[src/rtl/bananachine_pkg.sv]
// Shared encodings for the Bananachine control path: states, instruction classes,
// opcode/extended-opcode constants, ALU function codes and mux select encodings.
package bananachine_pkg;

  typedef enum logic [2:0] {
    StFetch, StDecode, StExecAlu, StMemLoad, StLoadWb, StMemStore, StBranch, StJump
  } state_e;

  typedef enum logic [2:0] {
    ClsAlu, ClsLoad, ClsStore, ClsBranch, ClsJcond, ClsJal, ClsIllegal
  } cls_e;

  localparam logic [3:0] OP_RTYPE   = 4'h0;
  localparam logic [3:0] OP_ANDI    = 4'h1;
  localparam logic [3:0] OP_ORI     = 4'h2;
  localparam logic [3:0] OP_XORI    = 4'h3;
  localparam logic [3:0] OP_SPECIAL = 4'h4;
  localparam logic [3:0] OP_ADDI    = 4'h5;
  localparam logic [3:0] OP_SUBI    = 4'h9;
  localparam logic [3:0] OP_CMPI    = 4'hB;
  localparam logic [3:0] OP_BCOND   = 4'hC;
  localparam logic [3:0] OP_MOVI    = 4'hD;

  localparam logic [3:0] EXT_AND   = 4'h1;
  localparam logic [3:0] EXT_OR    = 4'h2;
  localparam logic [3:0] EXT_XOR   = 4'h3;
  localparam logic [3:0] EXT_ADD   = 4'h5;
  localparam logic [3:0] EXT_SUB   = 4'h9;
  localparam logic [3:0] EXT_CMP   = 4'hB;
  localparam logic [3:0] EXT_MOV   = 4'hD;
  localparam logic [3:0] EXT_LOAD  = 4'h0;
  localparam logic [3:0] EXT_STOR  = 4'h4;
  localparam logic [3:0] EXT_JAL   = 4'h8;
  localparam logic [3:0] EXT_JCOND = 4'hC;

  // ADD is code 0 so the idle alu_sel value is also the all-zero reset value.
  localparam logic [3:0] ALU_ADD = 4'd0;
  localparam logic [3:0] ALU_SUB = 4'd1;
  localparam logic [3:0] ALU_AND = 4'd2;
  localparam logic [3:0] ALU_OR  = 4'd3;
  localparam logic [3:0] ALU_XOR = 4'd4;
  localparam logic [3:0] ALU_MOV = 4'd5;

  localparam logic [1:0] PC_SRC_INC  = 2'd0;
  localparam logic [1:0] PC_SRC_DISP = 2'd1;
  localparam logic [1:0] PC_SRC_REG  = 2'd2;

  localparam logic [1:0] WB_SRC_ALU = 2'd0;
  localparam logic [1:0] WB_SRC_MEM = 2'd1;
  localparam logic [1:0] WB_SRC_PC  = 2'd2;

  // Immediate opcodes reuse the R-type extended codes, so one map serves both.
  function automatic logic is_alu_fn(input logic [3:0] fn);
    return (fn == EXT_AND) || (fn == EXT_OR) || (fn == EXT_XOR) || (fn == EXT_ADD) ||
           (fn == EXT_SUB) || (fn == EXT_CMP) || (fn == EXT_MOV);
  endfunction

  function automatic logic [3:0] alu_code(input logic [3:0] fn);
    logic [3:0] code;
    code = ALU_ADD;
    case (fn)
      EXT_AND: code = ALU_AND;
      EXT_OR:  code = ALU_OR;
      EXT_XOR: code = ALU_XOR;
      EXT_SUB: code = ALU_SUB;
      EXT_CMP: code = ALU_SUB;
      EXT_MOV: code = ALU_MOV;
      default: code = ALU_ADD;
    endcase
    return code;
  endfunction

endpackage

[src/rtl/control_decode.sv]
// Combinational instruction classifier: maps op_code/ext_op_code to an instruction
// class plus the ALU attributes needed by the execute state.
module control_decode
  import bananachine_pkg::*;
(
  input  logic [3:0] i_op_code,
  input  logic [3:0] i_ext_op_code,
  output logic [2:0] o_cls,
  output logic [3:0] o_alu_sel,
  output logic       o_imm,
  output logic       o_writes_reg,
  output logic       o_sets_flags
);

  cls_e       w_cls;
  logic [3:0] w_fn;

  assign w_fn = (i_op_code == OP_RTYPE) ? i_ext_op_code : i_op_code;

  always_comb begin
    w_cls        = ClsIllegal;
    o_alu_sel    = ALU_ADD;
    o_imm        = 1'b0;
    o_writes_reg = 1'b0;
    o_sets_flags = 1'b0;

    if (i_op_code == OP_RTYPE) begin
      if (is_alu_fn(i_ext_op_code)) w_cls = ClsAlu;
    end else if (i_op_code == OP_SPECIAL) begin
      case (i_ext_op_code)
        EXT_LOAD:  w_cls = ClsLoad;
        EXT_STOR:  w_cls = ClsStore;
        EXT_JAL:   w_cls = ClsJal;
        EXT_JCOND: w_cls = ClsJcond;
        default:   w_cls = ClsIllegal;
      endcase
    end else if (i_op_code == OP_BCOND) begin
      w_cls = ClsBranch;
    end else if (is_alu_fn(i_op_code)) begin
      w_cls = ClsAlu;
      o_imm = 1'b1;
    end

    if (w_cls == ClsAlu) begin
      o_alu_sel    = alu_code(w_fn);
      o_writes_reg = (w_fn != EXT_CMP);
      o_sets_flags = (w_fn == EXT_ADD) || (w_fn == EXT_SUB) || (w_fn == EXT_CMP);
    end
  end

  assign o_cls = w_cls;

endmodule

[src/rtl/control_fsm.sv]
// Multicycle fetch/decode/execute/memory/writeback sequencer for the Bananachine core.
// Only the state is registered; all datapath enables are decoded from state.
module control_fsm
  import bananachine_pkg::*;
#(
  parameter int unsigned OP_CODE_BITS     = 4,
  parameter int unsigned EXT_OP_CODE_BITS = 4,
  parameter int unsigned ALU_SEL_BITS     = 4
) (
  input  logic                        i_clk,
  input  logic                        i_reset,
  input  logic [OP_CODE_BITS-1:0]     i_op_code,
  input  logic [EXT_OP_CODE_BITS-1:0] i_ext_op_code,
  input  logic                        i_cond_true,
  input  logic                        i_mem_ready,
  output logic                        o_instruction_en,
  output logic                        o_pc_en,
  output logic [1:0]                  o_pc_src,
  output logic                        o_reg_write,
  output logic [1:0]                  o_wb_src,
  output logic                        o_alu_b_src,
  output logic [ALU_SEL_BITS-1:0]     o_alu_sel,
  output logic                        o_flag_en,
  output logic                        o_mem_req,
  output logic                        o_mem_we,
  output logic                        o_addr_src,
  output logic                        o_illegal
);

  state_e     r_state;
  state_e     w_state_next;
  logic [2:0] w_cls;
  logic [3:0] w_alu_sel;
  logic       w_imm;
  logic       w_writes_reg;
  logic       w_sets_flags;

  control_decode u_decode (
    .i_op_code     (i_op_code),
    .i_ext_op_code (i_ext_op_code),
    .o_cls         (w_cls),
    .o_alu_sel     (w_alu_sel),
    .o_imm         (w_imm),
    .o_writes_reg  (w_writes_reg),
    .o_sets_flags  (w_sets_flags)
  );

  always_ff @(posedge i_clk) begin
    if (i_reset) r_state <= StFetch;
    else         r_state <= w_state_next;
  end

  always_comb begin
    w_state_next     = r_state;
    o_instruction_en = 1'b0;
    o_pc_en          = 1'b0;
    o_pc_src         = PC_SRC_INC;
    o_reg_write      = 1'b0;
    o_wb_src         = WB_SRC_ALU;
    o_alu_b_src      = 1'b0;
    o_alu_sel        = ALU_ADD;
    o_flag_en        = 1'b0;
    o_mem_req        = 1'b0;
    o_mem_we         = 1'b0;
    o_addr_src       = 1'b0;
    o_illegal        = 1'b0;

    // Reset gates every output so a pending memory request drops immediately.
    if (!i_reset) begin
      unique case (r_state)
        StFetch: begin
          o_mem_req = 1'b1;
          if (i_mem_ready) begin
            o_instruction_en = 1'b1;
            o_pc_en          = 1'b1;
            w_state_next     = StDecode;
          end
        end
        StDecode: begin
          case (w_cls)
            ClsAlu:    w_state_next = StExecAlu;
            ClsLoad:   w_state_next = StMemLoad;
            ClsStore:  w_state_next = StMemStore;
            ClsBranch: w_state_next = StBranch;
            ClsJcond:  w_state_next = StJump;
            ClsJal:    w_state_next = StJump;
            default: begin
              o_illegal    = 1'b1;
              w_state_next = StFetch;
            end
          endcase
        end
        StExecAlu: begin
          o_alu_sel    = w_alu_sel;
          o_alu_b_src  = w_imm;
          o_reg_write  = w_writes_reg;
          o_flag_en    = w_sets_flags;
          w_state_next = StFetch;
        end
        StMemLoad: begin
          o_mem_req  = 1'b1;
          o_addr_src = 1'b1;
          if (i_mem_ready) w_state_next = StLoadWb;
        end
        StLoadWb: begin
          o_reg_write  = 1'b1;
          o_wb_src     = WB_SRC_MEM;
          w_state_next = StFetch;
        end
        StMemStore: begin
          o_mem_req  = 1'b1;
          o_mem_we   = 1'b1;
          o_addr_src = 1'b1;
          if (i_mem_ready) w_state_next = StFetch;
        end
        StBranch: begin
          o_pc_en      = i_cond_true;
          o_pc_src     = PC_SRC_DISP;
          w_state_next = StFetch;
        end
        StJump: begin
          o_pc_src = PC_SRC_REG;
          if (w_cls == ClsJal) begin
            o_reg_write = 1'b1;
            o_wb_src    = WB_SRC_PC;
            o_pc_en     = 1'b1;
          end else begin
            o_pc_en = i_cond_true;
          end
          w_state_next = StFetch;
        end
        default: w_state_next = StFetch;
      endcase
    end
  end

endmodule

[config.mk]
export PLATFORM = sky130hd
export DESIGN_NAME = control_fsm
export DESIGN_NICKNAME = d
export VERILOG_FILES = /design/src/rtl/bananachine_pkg.sv /design/src/rtl/control_decode.sv /design/src/rtl/control_fsm.sv
export SDC_FILE = /design/constraint.sdc
export NUM_CORES = 1
export LEC_CHECK = 0
export BUFFER_PORTS_ARGS = -buffer_cell sky130_fd_sc_hd__buf_2
export CAP_MARGIN = 20
export CORE_MARGIN = 1
export CORE_UTILIZATION = 47
export CTS_CLUSTER_SIZE = 40
export DETAILED_ROUTE_END_ITERATION = 8
export PLACE_DENSITY_LB_ADDON = 0.08
export SYNTH_ARGS = -nofsm -noshare
export SYNTH_HDL_FRONTEND = slang
export SYNTH_HIERARCHICAL = 1
export SYNTH_SLANG_ARGS = --single-unit
[constraint.sdc]
create_clock -name i_clk -period 2.35 [get_ports i_clk]
set_clock_uncertainty 0.2 [all_clocks]
set_input_delay 0 -clock i_clk [delete_from_list [all_inputs] [get_ports i_clk]]
set_output_delay 0 -clock i_clk [all_outputs]
set_load 0.02 [all_outputs]
==> flow_summary_export.csv, run 1 <==
group,metric,value,unit
synthesis,avgSynthCellArea,7.01,µm²
synthesis,syn-cell-area,722,µm²
sta,rsz0062_at_grt,"no",
sta,worst_slack,318,ps
global_route,antenna_found_initial,0,
sta,slew_viol_final,0,
pwr,leakagePower,0.417,nW
drt,drc_errors,0,
pwr,p_switching,0.118,mW
worst_setup_path,cpMostUsedCell,"buf_2",
drt,ant_nets,0,
die,coreArea,1370,µm²
die,initial_core_util,0.528,
worst_setup_path,required,2150,ps
synthesis,synth_cell_types,43,
worst_setup_path,crit_path_start_kind,"input port",
drt,wl_per_cell,11.9,µm
global_route,first_global_vias,585,
worst_setup_path,cpPeakStageDelay,570,ps
die,die_area,1700,µm²
placement,io_buffer_count,27,
sta,period_needed,2030,ps
pwr,power_frac_comb,0.496,
worst_setup_path,critPathTopFamily,"simple AND/OR/NAND/NOR gates",
worst_setup_path,critical_path_buf_inv_count,2,
placement,place.detailed.hpwl,1320,µm
worst_setup_path,cp_max_fo,8,
global_route,grt_pass1_wl,2450,µm
clocking,clk_latency,220,ps
worst_setup_path,cp-end-kind,"output port",
pwr,intPower,0.181,mW
global_route,grtUsageMet3,0.0163,
drt,routed_wirelength,1730,µm
pwr,p_seq_frac,0.216,
clocking,cts.sinks,3,
job,cap_violations,0,
cells_and_area,largest_register_ffs,3,
sta,setup_viol,0,
synthesis,synth.net_count,115,
synthesis,ys.flop_type,"dfxtp_1",
synthesis,yosys_register_bits,3,
placement,place_ws,320,ps
cells_and_area,diodes,0,
cells_and_area,final_nets,143,
placement,place_congestion,0.855,
synthesis,syn_inst,103,
die,rows,13,
sta,hold_slack,200,ps
pwr,ir_worst_vdd,0.000290,V
cells_and_area,drive_above_1_share,0.331,
synthesis,yosysSeqAreaShare,0.0832,
synthesis,synth-edff-count,0,
sta,tns,0,ps
status,status,"finished clean",
synthesis,yosys_warnings,6,
sta,period_share,0.865,
clocking,htree_levels,1,
clocking,cts_tree,"done",
global_route,top_usage_layer,"met2",
pwr,p_clk_frac,0.288,
cells_and_area,regMostFlops,"r_state",
hold_path,worst_hold_path_type,"in2out",
cells_and_area,synthToLayoutAreaGrowth,22.4,%
clocking,clock_path_buffers,2,
drt,route.vias.total,814,
sta,fmax,492,MHz
clocking,cts_buffers,3,
global_route,gr-usage-met1,0.304,
pwr,power.density,338,nW/µm²
global_route,overflow,0,
die,die_h,41.2,µm
drt,drt_iter0_markers,16,
synthesis,async_flop_share,0,
worst_setup_path,path_class,"in2out",
die,pin_count,29,
drt,vias_per_cell,5.61,
global_route,grt_usage,0.209,
die,die_x,41.2,µm
worst_setup_path,crit_path_cell_trace,"buf_2 > nor2b_1 > a2bb2oi_1 > nor2_1 > a221o_1 > or4b_4 > a21oi_1 > buf_2",
drt,drtPass1Iterations,4,
global_route,use_met2,0.340,
pwr,p_sw_frac,0.395,
worst_setup_path,cpMaxStageDelayCell,"or4b_4",
clocking,ctsRootBufferMaster,"clkbuf_4",
global_route,grt_max_degree,14,
worst_setup_path,arrival,1830,ps
sta,hold_viol_final,0,
cells_and_area,largestRegisters,"r_state (3)",
## worst register-to-register path: cells and delay by family, from the launching register on
kind / cells / cell delay [ps]
AO/OA/AOI/OAI: 1 / 260
flip-flops: 1 / 570
AND/OR/NAND/NOR: 2 / 490
## what timing repair did
action / CTS / global route
endpoints found under the setup margin: 0 / 0
endpoints found under the hold margin: 3 / 0
buffers inserted: 0 / 0
gates resized for setup: 0 / 0
hold buffers: 2 / 0
## layout make-up
class	instances	area, µm²
Multi-Input combinational cell	90	601
Fill cell	146	483
Timing Repair Buffer	31	170
Sequential cell	3	60.1
Clock buffer	4	26.3
Tap cell	15	18.8
Inverter	2	7.51
## cell usage after synthesis (all sizes together), types with 2 or more instances
master | number | share of area
o21a | 2 | 0.021
or2b | 3 | 0.031
mux2i | 2 | 0.028
buf | 8 | 0.075
o211a | 2 | 0.028
nor3 | 9 | 0.069
o31ai | 2 | 0.021
nor4 | 3 | 0.035
nor4b | 2 | 0.042
nor2 | 14 | 0.076
a21oi | 5 | 0.035
nor2b | 3 | 0.026
o21ai | 3 | 0.021
nand2b | 3 | 0.026
inv | 2 | 0.010
dfxtp | 3 | 0.083
and2 | 6 | 0.052
nand2 | 7 | 0.040
nand3 | 2 | 0.014
xor2 | 2 | 0.024
a31oi | 4 | 0.061
nor3b | 2 | 0.021
nand3b | 3 | 0.031
## kinds of logic after synthesis
kind of cell / Yosys count / synth area share
other: 1 / 0.00519
DFF: 3 / 0.0832
xor gates and xnor gates: 3 / 0.0364
and+or+nand+nor: 60 / 0.501
AOI/OAI and AO/OA: 24 / 0.262
muxes: 2 / 0.0277
buffers and inverters: 10 / 0.0849
## power by group through the flow
stage | clock (mW) | combinational (mW) | sequential [mW]
after floorplan | 0 | 0.117 | 0.0592
after global placement | 0 | 0.142 | 0.0649
after detailed placement | 0 | 0.145 | 0.0651
after CTS | 0.0902 | 0.148 | 0.0643
after global routing | 0.0974 | 0.164 | 0.0655
final | 0.0862 | 0.148 | 0.0645
## cells in the final DEF (no fill, tap or decap), types with 2 or more instances in the layout
cell and count:
a21oi_1 5, o21ai_0 2, clkbuf_4 3, o211a_1 2, o31ai_1 2, nor2_1 13
dlygate4sd3_1 2, nand2b_1 3, or2b_1 3, o21a_1 2, xor2_1 2, buf_2 27
nor3_1 8, nand3_1 2, nor4b_2 2, nor4_1 2, mux2i_1 2, buf_4 2
nand2_1 6, a31oi_2 3, dfxtp_1 3, nand3b_1 3, and2_1 6, nor3b_1 2
nor2b_1 3
## metrics by stage
step	power [mW]	util	cells	area, µm²
after floorplan	0.176	-	103	722
after global placement	0.206	0.613	139	837
after detailed placement	0.210	0.613	139	837
after CTS	0.302	0.647	145	883
after global routing	0.327	0.647	145	883
final	0.299	0.647	145	883
## worst paths after layout
path | start | endpoint | slack (ps) | depth (start not counted)
worst max-delay path | i_ext_op_code[1] | o_reg_write | 320 | 8
worst min-delay path | i_cond_true | o_pc_en | 200 | 4
worst max register to register | r_state[0] | r_state[2] | 720 | 3
worst min register to register | r_state[2] | r_state[1] | 410 | 2
## routing by layer
metal	up-vias	wire, µm
met5	-	0
met4	0	0
met3	0	66
met2	19	790
met1	366	868
li1	429	-
Note: power is estimated with default switching activity, not from simulation.
==> run 2: changes to the inputs <==
Clock period 2.35 ns to 2.1 ns, I/O delays scaled along.
==> run 2 against run 1 <==
  * Sequential power rose by 12%
  * Sequential share of layout area decreased by 0.21 points
  * Largest cell class unchanged
  * Via count is 3.4% higher
  * Non-clock buffer count up 2
  * Combinational power increased by 18%
  * Core utilization grew 2.1 points
  * Final cell count is 1.4% higher
==> flow_summary_export.csv, run 2 (synthesis gave the netlist of run 1 again) <==
group,metric,value,unit
worst_setup_path,cpPeakStageDelay,550,ps
placement,io_buffer_count,27,
cells_and_area,synthToLayoutAreaGrowth,26.3,%
cells_and_area,final_cells,147,
worst_setup_path,arrival,1820,ps
die,die_area,1700,µm²
cells_and_area,final_common_cell,"buf_2",
clocking,clock_path_buffers,2,
clocking,htree_levels,1,
die,initial_core_util,0.528,
job,cap_violations,0,
sta,hold_viol_final,0,
pwr,power.density,376,nW/µm²
drt,drc_errors,0,
sta,setup_viol,0,
sta,slew_viol_final,0,
global_route,grt_pass1_wl,2450,µm
pwr,ir_worst_vdd,0.000325,V
cells_and_area,regMostFlops,"r_state",
drt,top_layer,"met4",
clocking,cts_tree,"done",
drt,drt_iter0_markers,16,
clocking,clk_latency,220,ps
clocking,ctsRootBufferMaster,"clkbuf_4",
die,rows,13,
cells_and_area,fill_cells,139,
worst_setup_path,crit_path_cell_trace,"buf_2 > nor2b_4 > a2bb2oi_1 > nor2_1 > a221o_2 > or4b_4 > a21oi_1 > buf_4",
drt,route.vias.total,842,
clocking,cts_buffers,3,
worst_setup_path,cpMaxStageDelayCell,"or4b_4",
placement,place_congestion,0.855,
sta,period_needed,2020,ps
cells_and_area,diodes,0,
sta,worst_slack,81.9,ps
drt,drtPass1Iterations,4,
worst_setup_path,cp_max_fo,7,
die,die_x,41.2,µm
drt,met3_length,62,µm
global_route,grt_max_degree,14,
drt,routed_wirelength,1760,µm
die,coreArea,1370,µm²
sta,tns,0,ps
sta,period_share,0.961,
cells_and_area,largestRegisters,"r_state (3)",
clocking,cts.sinks,3,
placement,place_ws,70.1,ps
drt,wl_met2,831,µm
worst_setup_path,crit_path_start_kind,"input port",
pwr,leakagePower,0.432,nW
global_route,overflow,0,
worst_setup_path,path_class,"in2out",
global_route,antenna_found_initial,0,
die,pin_count,29,
placement,place.detailed.hpwl,1320,µm
drt,wl_per_cell,12.0,µm
global_route,grt_usage,0.209,
cells_and_area,largest_register_ffs,3,
sta,hold_slack,206,ps
sta,fmax,496,MHz
worst_setup_path,required,1900,ps
global_route,first_global_vias,585,
drt,vias_per_cell,5.73,
cells_and_area,drive_above_1_share,0.356,
worst_setup_path,cp-end-kind,"output port",
drt,wl_met1,861,µm
placement,dp_cells,139,
status,status,"finished clean",
drt,ant_nets,0,
die,die_h,41.2,µm
hold_path,worst_hold_path_type,"in2out",
cells_and_area,final_cell_mix,"buf_2, nor2_1, nor3_1",
cells_and_area,final_nets,145,
run 2: cell count changes in the layout (fill, tap and decap cells not counted):
cell and change:
a221o_1 -1, a221o_2 +1, buf_2 -2, buf_4 +4, nor2b_1 -1, nor2b_4 +1
run 2: cell type report:
cell class | instances | area, µm² | area share
inverter | 2 | 7.51 | 0.00823
sequential | 3 | 60.1 | 0.0658
timing repair buffer | 33 | 190 | 0.209
tap | 15 | 18.8 | 0.0206
multi-input combinational | 90 | 609 | 0.668
clock buffer | 4 | 26.3 | 0.0288
run 2: what timing repair did:
action,in CTS,in global routing
resized for setup,0,4
buffers inserted,0,2
endpoints found under the setup margin,0,2
endpoints found under the hold margin,3,0
hold buffers,2,0
run 2: per-stage QoR:
stage / instance area (µm²) / total power [mW] / util
finish: 912 / 0.343 / 0.668
detailed placement: 837 / 0.235 / 0.613
global route: 912 / 0.374 / 0.668
floorplan: 722 / 0.197 / -
CTS: 883 / 0.338 / 0.647
global placement: 837 / 0.231 / 0.613
run 2: report_power, final:
| part | leakage [nW] | switching [mW] | internal (mW) |
|---|---|---|---|
| clock network | 0.0150 | 0.0255 | 0.0709 |
| logic | 0.393 | 0.0984 | 0.0762 |
| registers | 0.0246 | 0.00991 | 0.0624 |
run 2: path summary, 6_finish.rpt:
path | from | endpoint | slack, ps | cells past startpoint
max | i_ext_op_code[1] | o_reg_write | 80 | 8
min | i_cond_true | o_pc_en | 210 | 4
max reg2reg | r_state[0] | r_state[2] | 460 | 3
min reg2reg | r_state[2] | r_state[1] | 410 | 2
run 2: worst max-delay path: cells and delay by family:
family	cells	cell delay, ps
and+or+nand+nor	3	770
AOI/OAI and AO/OA	3	740
buffers and inverters	2	300
run 2: layer usage:
| layer | vias up | global-route usage |
|---|---|---|
| met1 | 387 | 0.304 |
| met2 | 19 | 0.340 |
| li1 | 434 | - |
| met5 | - | 0 |
| met4 | 0 | 0.0242 |
| met3 | 2 | 0.0163 |
==> run 3: changes to the inputs <==
Settings changed: GPL_TIMING_DRIVEN set to 0.
==> run 3 against run 2 <==
  * Die area stayed put
  * Clock power increased by 7%
  * Via count decreased by 0.95%
  * Combinational power increased by 6%
  * Critical path depth unchanged
  * Cell area rose by 2.2%
  * Core utilization rose by 1.5 points
  * Register-to-register slack better by 160 ps
  * Non-clock buffer count rose by 1
  * Flip-flop and latch count did not move
  * Largest power group unchanged
  * Highest routed layer is now met3
==> flow_summary_export.csv, run 3 (synthesis gave the netlist of run 1 again) <==
group,metric,value,unit
status,status,"finished clean",
drt,wl_per_cell,12.3,µm
cells_and_area,diodes,0,
global_route,grt_max_degree,11,
pwr,leakagePower,0.443,nW
cells_and_area,synthToLayoutAreaGrowth,29.1,%
drt,drc_errors,0,
die,coreArea,1370,µm²
worst_setup_path,crit_path_cell_trace,"clkbuf_4 > nor2b_4 > a2bb2oi_2 > nor2_1 > a221o_2 > or4b_4 > a21oi_1 > buf_4",
worst_setup_path,critical_path_buf_inv_count,2,
hold_path,min_to,"o_pc_en",
global_route,first_global_vias,592,
drt,vias_per_cell,5.64,
sta,period_share,0.969,
cells_and_area,final_cell_mix,"buf_2, nor2_1, nor3_1",
pwr,power,0.355,mW
drt,ant_nets,0,
worst_setup_path,arrival,1830,ps
pwr,power.density,380,nW/µm²
placement,place_ws,62.3,ps
placement,place_congestion,0.826,
die,die_area,1700,µm²
cells_and_area,largestRegisters,"r_state (3)",
drt,route.vias.total,834,
worst_setup_path,crit_path_start_kind,"input port",
clocking,clk_latency,240,ps
worst_setup_path,r2r_start,"r_state[1]",
clocking,clock_path_buffers,2,
hold_path,hold_depth,4,
placement,io_buffer_count,23,
worst_setup_path,reg2regPathDepth,3,
sta,slew_viol_final,0,
die,pin_count,29,
drt,drtPass1Iterations,4,
worst_setup_path,required,1900,ps
clocking,cts.sinks,3,
worst_setup_path,critPathTopFamily,"simple AND/OR/NAND/NOR gates",
die,initial_core_util,0.528,
sta,hold_viol_final,0,
sta,fmax,491,MHz
drt,routed_wirelength,1820,µm
worst_setup_path,cp_max_fo,7,
die,die_x,41.2,µm
cells_and_area,final_common_cell,"buf_2",
worst_setup_path,rrSetupSlack,620,ps
worst_setup_path,cpMaxStageDelayCell,"or4b_4",
global_route,overflow,0,
sta,period_needed,2030,ps
clocking,htree_levels,1,
placement,place.detailed.hpwl,1350,µm
worst_setup_path,path_class,"in2out",
worst_setup_path,cp-end-kind,"output port",
hold_path,worstHoldStart,"i_cond_true",
cells_and_area,final_nets,146,
global_route,grt_usage,0.222,
worst_setup_path,r2r-end,"r_state[0]",
sta,setup_viol,0,
global_route,grt_pass1_wl,2560,µm
cells_and_area,drive_above_1_share,0.368,
die,rows,13,
worst_setup_path,cpPeakStageDelay,560,ps
worst_setup_path,cp.depth,8,
drt,drt_iter0_markers,22,
clocking,ctsRootBufferMaster,"clkbuf_4",
clocking,cts_buffers,3,
clocking,cts_tree,"done",
cells_and_area,largest_register_ffs,3,
sta,worst_slack,65.3,ps
hold_path,worst_hold_path_type,"in2out",
cells_and_area,regMostFlops,"r_state",
pwr,ir_worst_vdd,0.000322,V
job,cap_violations,0,
die,die_h,41.2,µm
global_route,antenna_found_initial,0,
run 3: cell count changes in the layout (fill, tap and decap cells not counted), sizes merged:
cell and delta:
clkbuf +1
run 3: timing repair:
| action | 4_1_cts | 5_1_grt |
|---|---|---|
| endpoints found under the setup margin | 0 | 2 |
| setup buffers | 0 | 1 |
| hold endpoints to repair | 3 | 0 |
| hold buffers | 2 | 0 |
| gates resized for setup | 0 | 7 |
run 3: worst max-delay path by stage:
stage	end	slack [ps]	startpoint
after floorplan	o_pc_en	240	i_ext_op_code[1]
after global placement	o_reg_write	70	i_ext_op_code[1]
after detailed placement	o_pc_en	60	i_ext_op_code[1]
after CTS	o_pc_en	60	i_ext_op_code[1]
after global routing	o_pc_en	-30	i_ext_op_code[1]
final	o_reg_write	70	i_ext_op_code[1]
run 3: area by class of cell:
| class | count | area [µm²] |
|---|---|---|
| inverters | 2 | 7.51 |
| repair buffers | 26 | 150 |
| multi-input cells | 90 | 616 |
| well taps | 15 | 18.8 |
| clock buffers | 4 | 26.3 |
| plain buffers | 8 | 53.8 |
| flip-flops and latches | 3 | 60.1 |
| fillers | 131 | 434 |
run 3: stage by stage:
stage / util / cells / TNS, ps / hold slack [ps] / area [µm²]
detailed placement: 0.626 / 141 / 0 / 90.6 / 856
finish: 0.682 / 148 / 0 / 202 / 932
global route: 0.682 / 148 / -42.7 / 245 / 932
CTS: 0.660 / 147 / 0 / 202 / 902
floorplan: - / 103 / 0 / -91.5 / 722
global placement: 0.626 / 141 / 0 / 85.7 / 856
run 3: power breakdown:
group | internal [mW] | switching [mW]
Clock | 0.0713 | 0.0313
Combinational | 0.0793 | 0.106
Sequential | 0.0624 | 0.00467
Total | 0.213 | 0.142
run 3: tightest hold or removal path, stage by stage:
cell     delay (ps)
buf_2            90
nand3_1          70
a31oi_1          80
buf_4           160
run 3: layer usage:
layer	wire, µm	global-route usage
met2	862	0.355
met5	0	0
met1	884	0.321
met3	69	0.0163
met4	0	0.0484
